## src/rtl/ama_riscv_mem_arb_pkg.sv

```systemverilog
// Shared types for the imem/dmem memory arbiter: FSM states, grant owner and
// streak counter width.
package ama_riscv_mem_arb_pkg;

  typedef enum logic [1:0] {
    ARB_IDLE   = 2'd0,
    ARB_WAIT_I = 2'd1,
    ARB_WAIT_D = 2'd2
  } arb_state_t;

  typedef enum logic {
    ARB_OWN_I = 1'b0,
    ARB_OWN_D = 1'b1
  } arb_owner_t;

  // Wide enough for any STARVE_MAX in 1..15.
  localparam int unsigned STREAK_W = 4;

endpackage

```

## src/rtl/ama_riscv_arb_pick.sv

```systemverilog
// Combinational priority picker: dmem wins unless imem has been starved for
// STARVE_MAX grants; a stalled request keeps its held owner.
module ama_riscv_arb_pick
  import ama_riscv_mem_arb_pkg::*;
#(
  parameter int unsigned STARVE_MAX = 4
) (
  input  logic                imem_valid_i,
  input  logic                dmem_valid_i,
  input  logic [STREAK_W-1:0] streak_i,
  input  logic                lock_i,
  input  logic                held_owner_i,
  output logic                owner_o
);

  logic starved;

  assign starved = imem_valid_i && (streak_i == STREAK_W'(STARVE_MAX));

  always_comb begin
    owner_o = ARB_OWN_I;
    if (lock_i) begin
      owner_o = held_owner_i;
    end else if (dmem_valid_i && !starved) begin
      owner_o = ARB_OWN_D;
    end
  end

endmodule

```

## src/rtl/ama_riscv_mem_arb.sv

```systemverilog
// Shares one memory port between fetch (imem) and load/store (dmem), one
// transaction in flight, responses routed back to the issuing requester.
module ama_riscv_mem_arb
  import ama_riscv_mem_arb_pkg::*;
#(
  parameter int unsigned ADDR_W     = 32,
  parameter int unsigned DATA_W     = 32,
  parameter int unsigned STARVE_MAX = 4
) (
  input  logic                clk,
  input  logic                rst,
  input  logic                imem_req_valid,
  output logic                imem_req_ready,
  input  logic [ADDR_W-1:0]   imem_req_addr,
  output logic                imem_rsp_valid,
  input  logic                imem_rsp_ready,
  output logic [DATA_W-1:0]   imem_rsp_data,
  input  logic                dmem_req_valid,
  output logic                dmem_req_ready,
  input  logic [ADDR_W-1:0]   dmem_req_addr,
  input  logic                dmem_req_we,
  input  logic [DATA_W-1:0]   dmem_req_wdata,
  input  logic [DATA_W/8-1:0] dmem_req_wstrb,
  output logic                dmem_rsp_valid,
  input  logic                dmem_rsp_ready,
  output logic [DATA_W-1:0]   dmem_rsp_data,
  output logic                mem_req_valid,
  input  logic                mem_req_ready,
  output logic [ADDR_W-1:0]   mem_req_addr,
  output logic                mem_req_we,
  output logic [DATA_W-1:0]   mem_req_wdata,
  output logic [DATA_W/8-1:0] mem_req_wstrb,
  input  logic                mem_rsp_valid,
  output logic                mem_rsp_ready,
  input  logic [DATA_W-1:0]   mem_rsp_data
);

  arb_state_t          state_q, state_d;
  arb_owner_t          held_q, held_d;
  logic                lock_q, lock_d;
  logic [STREAK_W-1:0] streak_q, streak_d;
  logic                pick;
  arb_owner_t          grant;
  logic                req_hs;

  ama_riscv_arb_pick #(.STARVE_MAX(STARVE_MAX)) u_pick (
    .imem_valid_i (imem_req_valid),
    .dmem_valid_i (dmem_req_valid),
    .streak_i     (streak_q),
    .lock_i       (lock_q),
    .held_owner_i (held_q),
    .owner_o      (pick)
  );

  assign grant = arb_owner_t'(pick);

  // NOTE: always_comb uses blocking '=' and assigns every output a default
  // first so no path leaves a signal unassigned (which would infer a latch).
  always_comb begin
    state_d        = state_q;
    held_d         = held_q;
    lock_d         = lock_q;
    streak_d       = streak_q;
    req_hs         = 1'b0;
    mem_req_valid  = 1'b0;
    imem_req_ready = 1'b0;
    dmem_req_ready = 1'b0;
    mem_rsp_ready  = 1'b0;
    imem_rsp_valid = 1'b0;
    dmem_rsp_valid = 1'b0;
    imem_rsp_data  = mem_rsp_data;
    dmem_rsp_data  = mem_rsp_data;

    if (grant == ARB_OWN_D) begin
      mem_req_addr  = dmem_req_addr;
      mem_req_we    = dmem_req_we;
      mem_req_wdata = dmem_req_wdata;
      mem_req_wstrb = dmem_req_wstrb;
    end else begin
      mem_req_addr  = imem_req_addr;
      mem_req_we    = 1'b0;
      mem_req_wdata = '0;
      mem_req_wstrb = '0;
    end

    unique case (state_q)
      ARB_IDLE: begin
        mem_req_valid  = imem_req_valid || dmem_req_valid;
        imem_req_ready = (grant == ARB_OWN_I) && mem_req_ready;
        dmem_req_ready = (grant == ARB_OWN_D) && mem_req_ready;
        req_hs         = mem_req_valid && mem_req_ready;
        if (req_hs) begin
          lock_d  = 1'b0;
          state_d = (grant == ARB_OWN_D) ? ARB_WAIT_D : ARB_WAIT_I;
        end else if (mem_req_valid) begin
          // Stalled: freeze the owner until the downstream accepts.
          lock_d = 1'b1;
          held_d = grant;
        end
      end
      ARB_WAIT_I: begin
        mem_rsp_ready  = imem_rsp_ready;
        imem_rsp_valid = mem_rsp_valid;
        if (mem_rsp_valid && imem_rsp_ready) state_d = ARB_IDLE;
      end
      ARB_WAIT_D: begin
        mem_rsp_ready  = dmem_rsp_ready;
        dmem_rsp_valid = mem_rsp_valid;
        if (mem_rsp_valid && dmem_rsp_ready) state_d = ARB_IDLE;
      end
      default: state_d = ARB_IDLE;
    endcase

    if (!imem_req_valid || (req_hs && grant == ARB_OWN_I)) begin
      streak_d = '0;
    end else if (req_hs && grant == ARB_OWN_D &&
                 streak_q < STREAK_W'(STARVE_MAX)) begin
      streak_d = streak_q + 1'b1;
    end

    // Handshake outputs stay quiet for the whole reset cycle, including a
    // late downstream response to a dropped transaction.
    if (!rst) begin
      mem_req_valid  = 1'b0;
      imem_req_ready = 1'b0;
      dmem_req_ready = 1'b0;
      mem_rsp_ready  = 1'b0;
      imem_rsp_valid = 1'b0;
      dmem_rsp_valid = 1'b0;
    end
  end

  // NOTE: sequential state uses non-blocking '<=' so every flop samples the
  // pre-edge values regardless of statement order.
  always_ff @(posedge clk) begin
    if (!rst) begin
      state_q  <= ARB_IDLE;
      held_q   <= ARB_OWN_I;
      lock_q   <= 1'b0;
      streak_q <= '0;
    end else begin
      state_q  <= state_d;
      held_q   <= held_d;
      lock_q   <= lock_d;
      streak_q <= streak_d;
    end
  end

  a_no_rsp_in_idle: assert property (@(posedge clk) disable iff (!rst)
    !(state_q == ARB_IDLE && mem_rsp_valid))
    else $error("mem_rsp_valid seen with no transaction in flight");

endmodule
```

## config.mk

```make
export PLATFORM = sky130hd
export DESIGN_NAME = ama_riscv_mem_arb
export DESIGN_NICKNAME = d
export VERILOG_FILES = /design/src/rtl/ama_riscv_mem_arb_pkg.sv /design/src/rtl/ama_riscv_arb_pick.sv /design/src/rtl/ama_riscv_mem_arb.sv
export SDC_FILE = /design/constraint.sdc
export NUM_CORES = 1
export LEC_CHECK = 0
export CAP_MARGIN = 5
export CORE_AREA = 3 3 107 109
export CTS_BUF_LIST = sky130_fd_sc_hd__clkbuf_4 sky130_fd_sc_hd__clkbuf_8 sky130_fd_sc_hd__clkbuf_16
export DETAILED_ROUTE_END_ITERATION = 8
export DIE_AREA = 0 0 110 112
export PLACE_DENSITY = 0.64
export SLEW_MARGIN = 20
export SYNTH_ARGS = -nofsm -noshare
export SYNTH_HDL_FRONTEND = slang
export SYNTH_SLANG_ARGS = --single-unit
```

## constraint.sdc

```tcl
create_clock -name clk -period 1.6 [get_ports clk]
set_input_delay 0.24 -clock clk [delete_from_list [all_inputs] [get_ports clk]]
set_output_delay 0.24 -clock clk [all_outputs]
set_load 0.02 [all_outputs]
```

# Word level (Yosys, flattened, before mapping)
# Index checks and enable logic that the tools add are counted.
# W data, S select, Z words.
[classes]
addsub = 1
multipliers = 0
div_mod_pow = 0
order_cmp = 1
n_eq_ne = 6
shifts = 0
n_mux = 26
n_bitwise = 3
n_reduce_logical = 20
[op_table]
columns = ["operator", "count"]
rows = [
  ["$mux W32", 2],
  ["$mux W1", 17],
  ["$logic_and A1 B1 Y1", 10],
  ["$mux W2", 4],
  ["$ne A2 B2 Y1 const B", 3],
  ["$pmux W2 S3", 1],
  ["$reduce_and A3 Y1", 2],
  ["$add A4 B1 Y4 const B", 1],
  ["$eq A4 B3 Y1 const B", 1],
  ["$lt A4 B3 Y1 const B", 1],
  ["$mux W4", 1],
  ["$not A1 Y1", 3],
  ["$eq A2 B1 Y1 const B", 1],
  ["$eq A2 B2 Y1 const B", 1],
  ["$logic_not A1 Y1", 2],
  ["$logic_not A2 Y1", 1],
  ["$logic_or A1 B1 Y1", 2],
  ["$pmux W1 S2", 1],
  ["$reduce_and A2 Y1", 1],
  ["$reduce_bool A2 Y1", 1],
  ["$reduce_or A2 Y1", 1],
]
[totals]
reg_bits = 8
latchBits = 0
ram_bits = 0
mem_bits_ro = 0
output_inout_bits = 139
word_cells = 61
n_memories = 0

# Depth between registers and ports, before layout
# Gate-level depths: netlist of run 1.
[logic_depth]
ltp_word = 10
depth_mapped = 8
ltp_nobuf = 6

# Cells and area by module
# From an unflattened synthesis of run 1, not the netlist that was laid out.
[hier_totals]
hier_cells = 200
area_unflattened_um2 = 1609.0
[by_module_without_submodules]
columns = ["mod", "n_inst", "cells_per_inst", "area_each_um2", "seq_area_each_um2"]
rows = [
  ["ama_riscv_mem_arb", 1, 196, 1580.3, 160.2],
  ["ama_riscv_arb_pick", 1, 4, 28.8, 0.0],
]

# Worst setup path after synthesis of run 1
# Ideal clock, no wire load.
[synth_timing]
path_kind = "register to output"
start = "register streak_q[0]"
end = "output imem_req_ready"
arrival_time_ns = 1.480
required_time_ns = 1.360
path_slack_ns = -0.120
stages_incl_launch_ff = 8
n_path_buf = 2
cell_sequence = "dfxtp_1 > inv_1 > ha_1 > nand4b_1 > a22o_1 > buf_2 > buf_2 > nor2_1"
[synth_via]
elab_chain_cells = 10
[synth_lines]
columns = ["element", "line", "rtl"]
rows = [
  ["start, declared", "ama_riscv_mem_arb.sv:41", "logic [STREAK_W-1:0] streak_q, streak_d;"],
  ["start signal, assigned", "ama_riscv_mem_arb.sv:145", "streak_q <= streak_d;"],
  ["$eq A4 B3 Y1", "ama_riscv_arb_pick.sv:18", "assign starved = imem_valid_i && (streak_i == STREAK_W'(STARVE_MAX));"],
  ["$logic_and A1 B1 Y1", "ama_riscv_arb_pick.sv:18", ""],
  ["$logic_not A1 Y1", "ama_riscv_arb_pick.sv:24", "end else if (dmem_valid_i && !starved) begin"],
  ["$logic_and A1 B1 Y1", "ama_riscv_arb_pick.sv:24", ""],
  ["$mux W1", "ama_riscv_arb_pick.sv:24", ""],
  ["$mux W1", "ama_riscv_arb_pick.sv:22", "if (lock_i) begin"],
  ["$not A1 Y1", "ama_riscv_mem_arb.sv:89", "imem_req_ready = (grant == ARB_OWN_I) && mem_req_ready;"],
  ["$logic_and A1 B1 Y1", "ama_riscv_mem_arb.sv:89", ""],
  ["$mux W1", "ama_riscv_mem_arb.sv:86", "unique case (state_q)"],
  ["$mux W1", "ama_riscv_mem_arb.sv:123", "if (!rst) begin"],
  ["end, declared", "ama_riscv_mem_arb.sv:13", "output logic imem_req_ready,"],
]
# No other way between the ends.

# Worst setup path after layout of run 1
[layout_timing]
start = "register streak_q[0]"
end = "output mem_req_wdata[14]"
[layout_via]
elab_chain_cells = 7
[layout_lines]
columns = ["element", "line", "rtl"]
rows = [
  ["$eq A4 B3 Y1", "ama_riscv_arb_pick.sv:18", ""],
  ["$logic_and A1 B1 Y1", "ama_riscv_arb_pick.sv:18", ""],
  ["$logic_not A1 Y1", "ama_riscv_arb_pick.sv:24", ""],
  ["$logic_and A1 B1 Y1", "ama_riscv_arb_pick.sv:24", ""],
  ["$mux W1", "ama_riscv_arb_pick.sv:24", ""],
  ["$mux W1", "ama_riscv_arb_pick.sv:22", ""],
  ["$mux W32", "ama_riscv_mem_arb.sv:74", "if (grant == ARB_OWN_D) begin"],
  ["end, declared", "ama_riscv_mem_arb.sv:31", "output logic [DATA_W-1:0] mem_req_wdata,"],
]
# No other way between the ends.

==> results of run 1 <==
-- worst max-delay path, delay by kind of cell, from the launching register on --
family                     cells  cell delay, ns
and+or+nand+nor                2            0.33
AOI/OAI and AO/OA              1            0.24
DFF                            1            0.31
adders and majority gates      1            0.13
buffers and inverters          4            0.58
-- per-layer routing --
layer	track usage (%)	vias to the layer above	routed length, um
met5	0	-	0
met4	4.07	0	275
met3	2.38	33	595
met2	22.2	86	4380
met1	13.5	942	2750
li1	-	1064	-
-- Yosys cell counts (2+ instances only) --
library cell  number
nand2_1           98
buf_4             64
and2_1            38
buf_2              9
nor2_1             9
dfxtp_1            8
inv_1              7
ha_1               5
a21oi_1            3
clkbuf_1           3
nand3_1            3
nor2b_1            3
o21ai_0            3
and3_1             2
-- how the worst max path moves through the flow --
stage                   startpoint                end  slack (ns)  depth (start not counted)
global route           streak_q[0]  mem_req_wdata[14]       -0.52                          8
CTS                    streak_q[0]   mem_req_addr[19]       -0.40                         10
global placement    dmem_req_valid   mem_req_addr[27]       -0.75                          7
finish                 streak_q[0]  mem_req_wdata[14]       -0.46                          8
floorplan              streak_q[0]   mem_req_addr[10]       -0.03                          8
detailed placement  dmem_req_valid  mem_req_wdata[19]       -0.78                          6
-- flip-flops by register name, summed over array words and instances (netlist names) --
name      count
state_q       2
lock_q        1
held_q        1
streak_q      4
-- logic make-up after synthesis --
kind of cell             synth area share, %
buffers and inverters                   34.3
AO/OA/AOI/OAI                           8.45
AND/OR/NAND/NOR                         43.7
adder cells (fa/ha/maj)                 3.81
flip-flops                              9.75
-- per-stage QoR --
step | cell area [sq um] | setup TNS [ns]
after detailed placement | 3420 | -56.53
after CTS | 3780 | -24.37
after floorplan | 1750 | -1.08
after global routing | 3810 | -34.16
after global placement | 3420 | -54.34
final | 3810 | -28.94
-- layout by cell type (no fill, tap or decap), types with 2 or more instances in the layout --
| cell type | instances |
|---|---|
| inv_2 | 4 |
| nor2_1 | 7 |
| buf_6 | 49 |
| a21oi_1 | 3 |
| dfxtp_2 | 3 |
| clkdlybuf4s15_2 | 2 |
| clkdlybuf4s50_1 | 106 |
| clkbuf_8 | 3 |
| nand2_4 | 17 |
| ha_4 | 3 |
| inv_1 | 3 |
| dlygate4sd2_1 | 2 |
| buf_4 | 29 |
| nand2_2 | 41 |
| and2_4 | 8 |
| nand2_1 | 40 |
| nor2_4 | 2 |
| nand3_1 | 3 |
| dfxtp_1 | 5 |
| and2_2 | 12 |
| o21ai_0 | 3 |
| buf_12 | 5 |
| nor2b_1 | 2 |
| and3_1 | 2 |
| and2_1 | 18 |
| buf_2 | 18 |
-- area by class of cell --
cell class,instances,area share (%)
Sequential cell,8,4.30
Clock buffer,3,1.08
Tap cell,140,4.60
Multi-Input combinational cell,181,34.1
Inverter,7,0.689
Timing Repair Buffer,213,55.2
-- report_power, final --
part / internal [mW] / switching [mW]
clock: 0.163 / 0.0837
combinational: 1.03 / 0.933
sequential: 0.219 / 0.0188
total: 1.41 / 1.04
-- timing repair --
action                                  in CTS  in global routing
endpoints found under the setup margin      81                 81
pin swaps                                   21                  2
buffers inserted                             6                  1
gates resized for setup                    452                 34
gates cloned                                 4                  0
==> results_dict.tcl, run 1 <==
set metrics [dict create \
    fin_crit_sh_pct 129 \
    cts_max_level 1 \
    ys_top_cells_by_area "buf_4, nand2_1, and2_1, dfxtp_1, ha_1" \
    fp-row-count 38 \
    hold_ws_ns 0.478 \
    grt_pass1_wl_um 11800 \
    required_ns 1.36 \
    reg2reg_slack_ns -0.19 \
    arrival_ns 1.82 \
    status "finished, violations left" \
    core_area_sq_um 10700 \
    port_buffers 183 \
    tightest_slew_ns 0.433 \
    hold_end "state_q[0]" \
    yosysUniqueCellTypes 31 \
    layoutNonFillerInstCount 552 \
    start_util_pct 15.4 \
    clock.fmax_mhz 486 \
    synth_enable_flop_cells 0 \
    r2r-end "streak_q[2]" \
    crit_chain "inv_2 > ha_4 > nand4b_1 > buf_4 > a22o_4 > buf_12 > and2_2 > buf_2" \
    dr.pass1.iters 4 \
    seq_area_frac_synth_pct 9.75 \
    min_period_ns 2.06 \
    setup_viol 77 \
    hold_class "in -> reg" \
    dp_hpwl_um 5670 \
    start_kind "flop" \
    nets 560 \
    clk_pin_slew_ns 0.04 \
    multi_input_area_sq_um 1300 \
    holdBufCountCts 0 \
    cts_tree "built" \
    seq_area_sq_um 164 \
    clk_latency_ns 0.23 \
    place_ws_ns -0.785 \
    cp-end-kind "output pin" \
    antenna_found_initial 0 \
    first_global_vias 2312 \
    ys_ff_latch 8 \
    syn_avg_cell_area_sq_um 6.04 \
    synth_top_area_share_pct 29.2 \
    grt_start_max_net_pins 37 \
    fillers 1102 \
    slowest_delay_ns 0.31 \
    first_iter_violations 50 \
    vias 2125 \
    hp-start "rst" \
    die_area_sq_um 12300 \
    grt_overflow 0 \
    violations "setup timing" \
    die_w_um 110 \
    clock-sinks 8 \
    rsz0062_at_grt "yes" \
    area_growth_pct 132 \
    finalHoldViolations 0 \
    layout-drive-gt1-share_pct 50.5 \
    hold_depth 2 \
    syn_inst 272 \
    fin_skew_ns 0.00434 \
    netlist_area_sq_um 1640 \
    timing.final.ws_setup_ns -0.459 \
    maxSlewHeadroom_pct 71.0 \
    gp_congestion 0.877 \
    slew_violations 0 \
    die_h_um 112 \
    routed_wl_um 8000 \
    finalPower_mw 2.45 \
    cts_buffers 3 \
    grt.total_usage_pct 12.1 \
    worst_ir_drop_vdd_uv 537 \
    yosysTopAreaCell "buf_4" \
    r2r_start "streak_q[0]" \
    pin_count 280 \
    crit_fanout 35 \
    synthArstFlopShare_pct 0 \
    utilization_pct 35.6 \
    worst_r2r_path_depth 9 \
    avgViaCountPerCell 3.85 \
    drtAntennaViolNets 0 \
    drcViolationCount 0 \
    wl_per_cell_um 14.5 \
    clockBufferDepth 2 \
    root_buffer "clkbuf_8" \
    syn_nets 418 \
    ys.warnings.count 0 \
    num_antenna_cells 0 \
    synth_flop_cell "dfxtp_1" \
    criticalPathCategory "reg -> out" \
    place_inst 541 \
    p_leak_nw 1.75 \
    maxCapViolCount 0 \
    slowest_stage "dfxtp_2" \
    powerDensity_nw_per_um2 642 \
]
Power figures use the tool's default switching activity.
==> run 2: changes to the inputs <==
--- a/config.mk
+++ b/config.mk
@@ -6,11 +6,12 @@
 export NUM_CORES = 1
 export LEC_CHECK = 0
 export CAP_MARGIN = 5
-export CORE_AREA = 3 3 107 109
+export CORE_AREA = 2 2 109 111
 export CTS_BUF_LIST = sky130_fd_sc_hd__clkbuf_4 sky130_fd_sc_hd__clkbuf_8 sky130_fd_sc_hd__clkbuf_16
 export DETAILED_ROUTE_END_ITERATION = 8
-export DIE_AREA = 0 0 110 112
-export PLACE_DENSITY = 0.64
+export DIE_AREA = 0 0 111 113
+export GPL_ROUTABILITY_DRIVEN = 0
+export PLACE_DENSITY = 0.61
 export SLEW_MARGIN = 20
 export SYNTH_ARGS = -nofsm -noshare
 export SYNTH_HDL_FRONTEND = slang
==> run 2 against run 1 <==
Compared with the run above: the run still ends with setup timing left; critical path depth stayed put; fmax shrank 0.30%; core utilization shrank 1.2 points; first-iteration DRC count increased by 42%; largest power group unchanged; clock-buffer cell count unchanged; clock power is 71% higher; critical endpoint is now mem_req_wdata[2]; flip-flop and latch count is the same.
==> results_dict.tcl, run 2 (synthesis gave the netlist of run 1 again) <==
set metrics [dict create \
    grt_pass1_wl_um 10800 \
    die_h_um 113 \
    fin_area_sq_um 3880 \
    crit_buf_inv 4 \
    largest_reg_flops 4 \
    timing.final.ws_setup_ns -0.465 \
    antenna_found_initial 0 \
    die_area_sq_um 12500 \
    multi_input_area_sq_um 1230 \
    cts_buffers 3 \
    required_ns 1.36 \
    die_w_um 111 \
    crit_fanout 7 \
    fin_skew_ns 0.00248 \
    clock.fmax_mhz 484 \
    p_leak_nw 1.80 \
    start_util_pct 14.6 \
    grt.total_usage_pct 10.4 \
    place_area_sq_um 3400 \
    grt_start_max_net_pins 46 \
    first_iter_violations 71 \
    avgViaCountPerCell 3.86 \
    vias 2156 \
    hp-start "mem_rsp_data[18]" \
    cp-end-kind "output pin" \
    clockBufferDepth 2 \
    worst_path_dominant_cell_family "buffers and inverters" \
    top_regs "streak_q (4), state_q (2)" \
    clk_pin_slew_ns 0.04 \
    setup_viol 78 \
    tightest_slew_ns 0.331 \
    hold_ws_ns 0.480 \
    powerDensity_nw_per_um2 696 \
    cts_max_level 1 \
    criticalPathCategory "reg -> out" \
    violations "setup timing" \
    core_area_sq_um 11300 \
    maxCapViolCount 0 \
    drcViolationCount 0 \
    largest-register "streak_q" \
    drtAntennaViolNets 0 \
    startpoint "streak_q[0]" \
    final_cell_mix "clkdlybuf4s50_1, buf_6, nand2_2, nand2_1, buf_4" \
    layoutNonFillerInstCount 559 \
    dr.pass1.iters 5 \
    start_kind "flop" \
    status "finished, violations left" \
    layout-drive-gt1-share_pct 49.8 \
    finalHoldViolations 0 \
    fin_tns_setup_ns -30.16 \
    first_global_vias 2137 \
    layout_commonest_cell "clkdlybuf4s50_1" \
    seq_area_sq_um 161 \
    nets 564 \
    cts_tree "built" \
    port_buffers 183 \
    crit_chain "inv_2 > ha_4 > nand4b_1 > a22o_4 > buf_12 > buf_16 > and2_4 > buf_6" \
    fp-row-count 39 \
    fin_crit_sh_pct 129 \
    slowest_stage "a22o_4" \
    finalPower_mw 2.70 \
    dp_hpwl_um 5370 \
    rsz0062_at_grt "yes" \
    maxSlewHeadroom_pct 77.8 \
    area_growth_pct 136 \
    reg2reg_slack_ns -0.20 \
    r2r_start "streak_q[0]" \
    clock-sinks 8 \
    wl_per_cell_um 13.8 \
    routed_wl_um 7710 \
    grt_overflow 0 \
    place_inst 544 \
    min_period_ns 2.07 \
    num_antenna_cells 0 \
    slew_violations 0 \
    arrival_ns 1.83 \
    slowest_delay_ns 0.35 \
    hold_class "in -> out" \
    fillers 1183 \
    pin_count 280 \
    worst_ir_drop_vdd_uv 355 \
    root_buffer "clkbuf_16" \
    clk_latency_ns 0.23 \
]
## run 2: what timing repair did
item,4_1_cts,5_1_grt
cloned,3,3
buffers inserted,3,3
pin swaps,5,23
hold buffers,0,0
gates resized for setup,368,119
endpoints found under the setup margin,81,80
## run 2: area by class of cell
class                           instances  share of cell area, %
Tap cell                              143                   4.61
Inverter                                7                  0.677
Multi-Input combinational cell        181                   31.7
Timing Repair Buffer                  217                   56.9
Clock buffer                            3                   1.93
Sequential cell                         8                   4.16
## run 2: worst reg2reg max path, cell delays in order, from the launching register on
cell	delay (ns)
dfxtp_2	0.32
inv_2	0.07
ha_4	0.13
nand4b_1	0.19
a22o_4	0.35
clkbuf_16	0.21
buf_6	0.15
o211ai_4	0.21
nor2_1	0.07
## run 2: path summary, 6_finish.rpt
| check | endpoint | depth (start not counted) |
|---|---|---|
| setup / recovery | mem_req_wdata[2] | 8 |
| hold / removal | dmem_rsp_data[18] | 0 |
| setup reg to reg | streak_q[2] | 8 |
| hold reg to reg | streak_q[2] | 2 |
## run 2: routing by layer
metal | up-vias | global-route usage (%) | share of wire, %
li1 | 1077 | - | -
met1 | 969 | 11.7 | 39
met2 | 99 | 19.7 | 53
met3 | 11 | 2.79 | 7.2
met4 | 0 | 2.25 | 0.84
met5 | - | 0 | 0
## run 2: power by group
| part | switching [mW] | internal, mW | leakage (nW) |
|---|---|---|---|
| sequential | 0.0159 | 0.218 | 0.0657 |
| combinational | 0.935 | 1.11 | 1.70 |
| clock | 0.0998 | 0.323 | 0.0370 |
## run 2: per-stage QoR
| step | worst slack (ns) | utilization [%] |
|---|---|---|
| 4_1_cts | -0.458 | 31.5 |
| 5_1_grt | -0.548 | 34.4 |
| 3_3_place_gp | -0.806 | 30.2 |
| 3_5_place_dp | -0.836 | 30.2 |
| 2_1_floorplan | -0.0295 | - |
| 6_report | -0.465 | 34.4 |
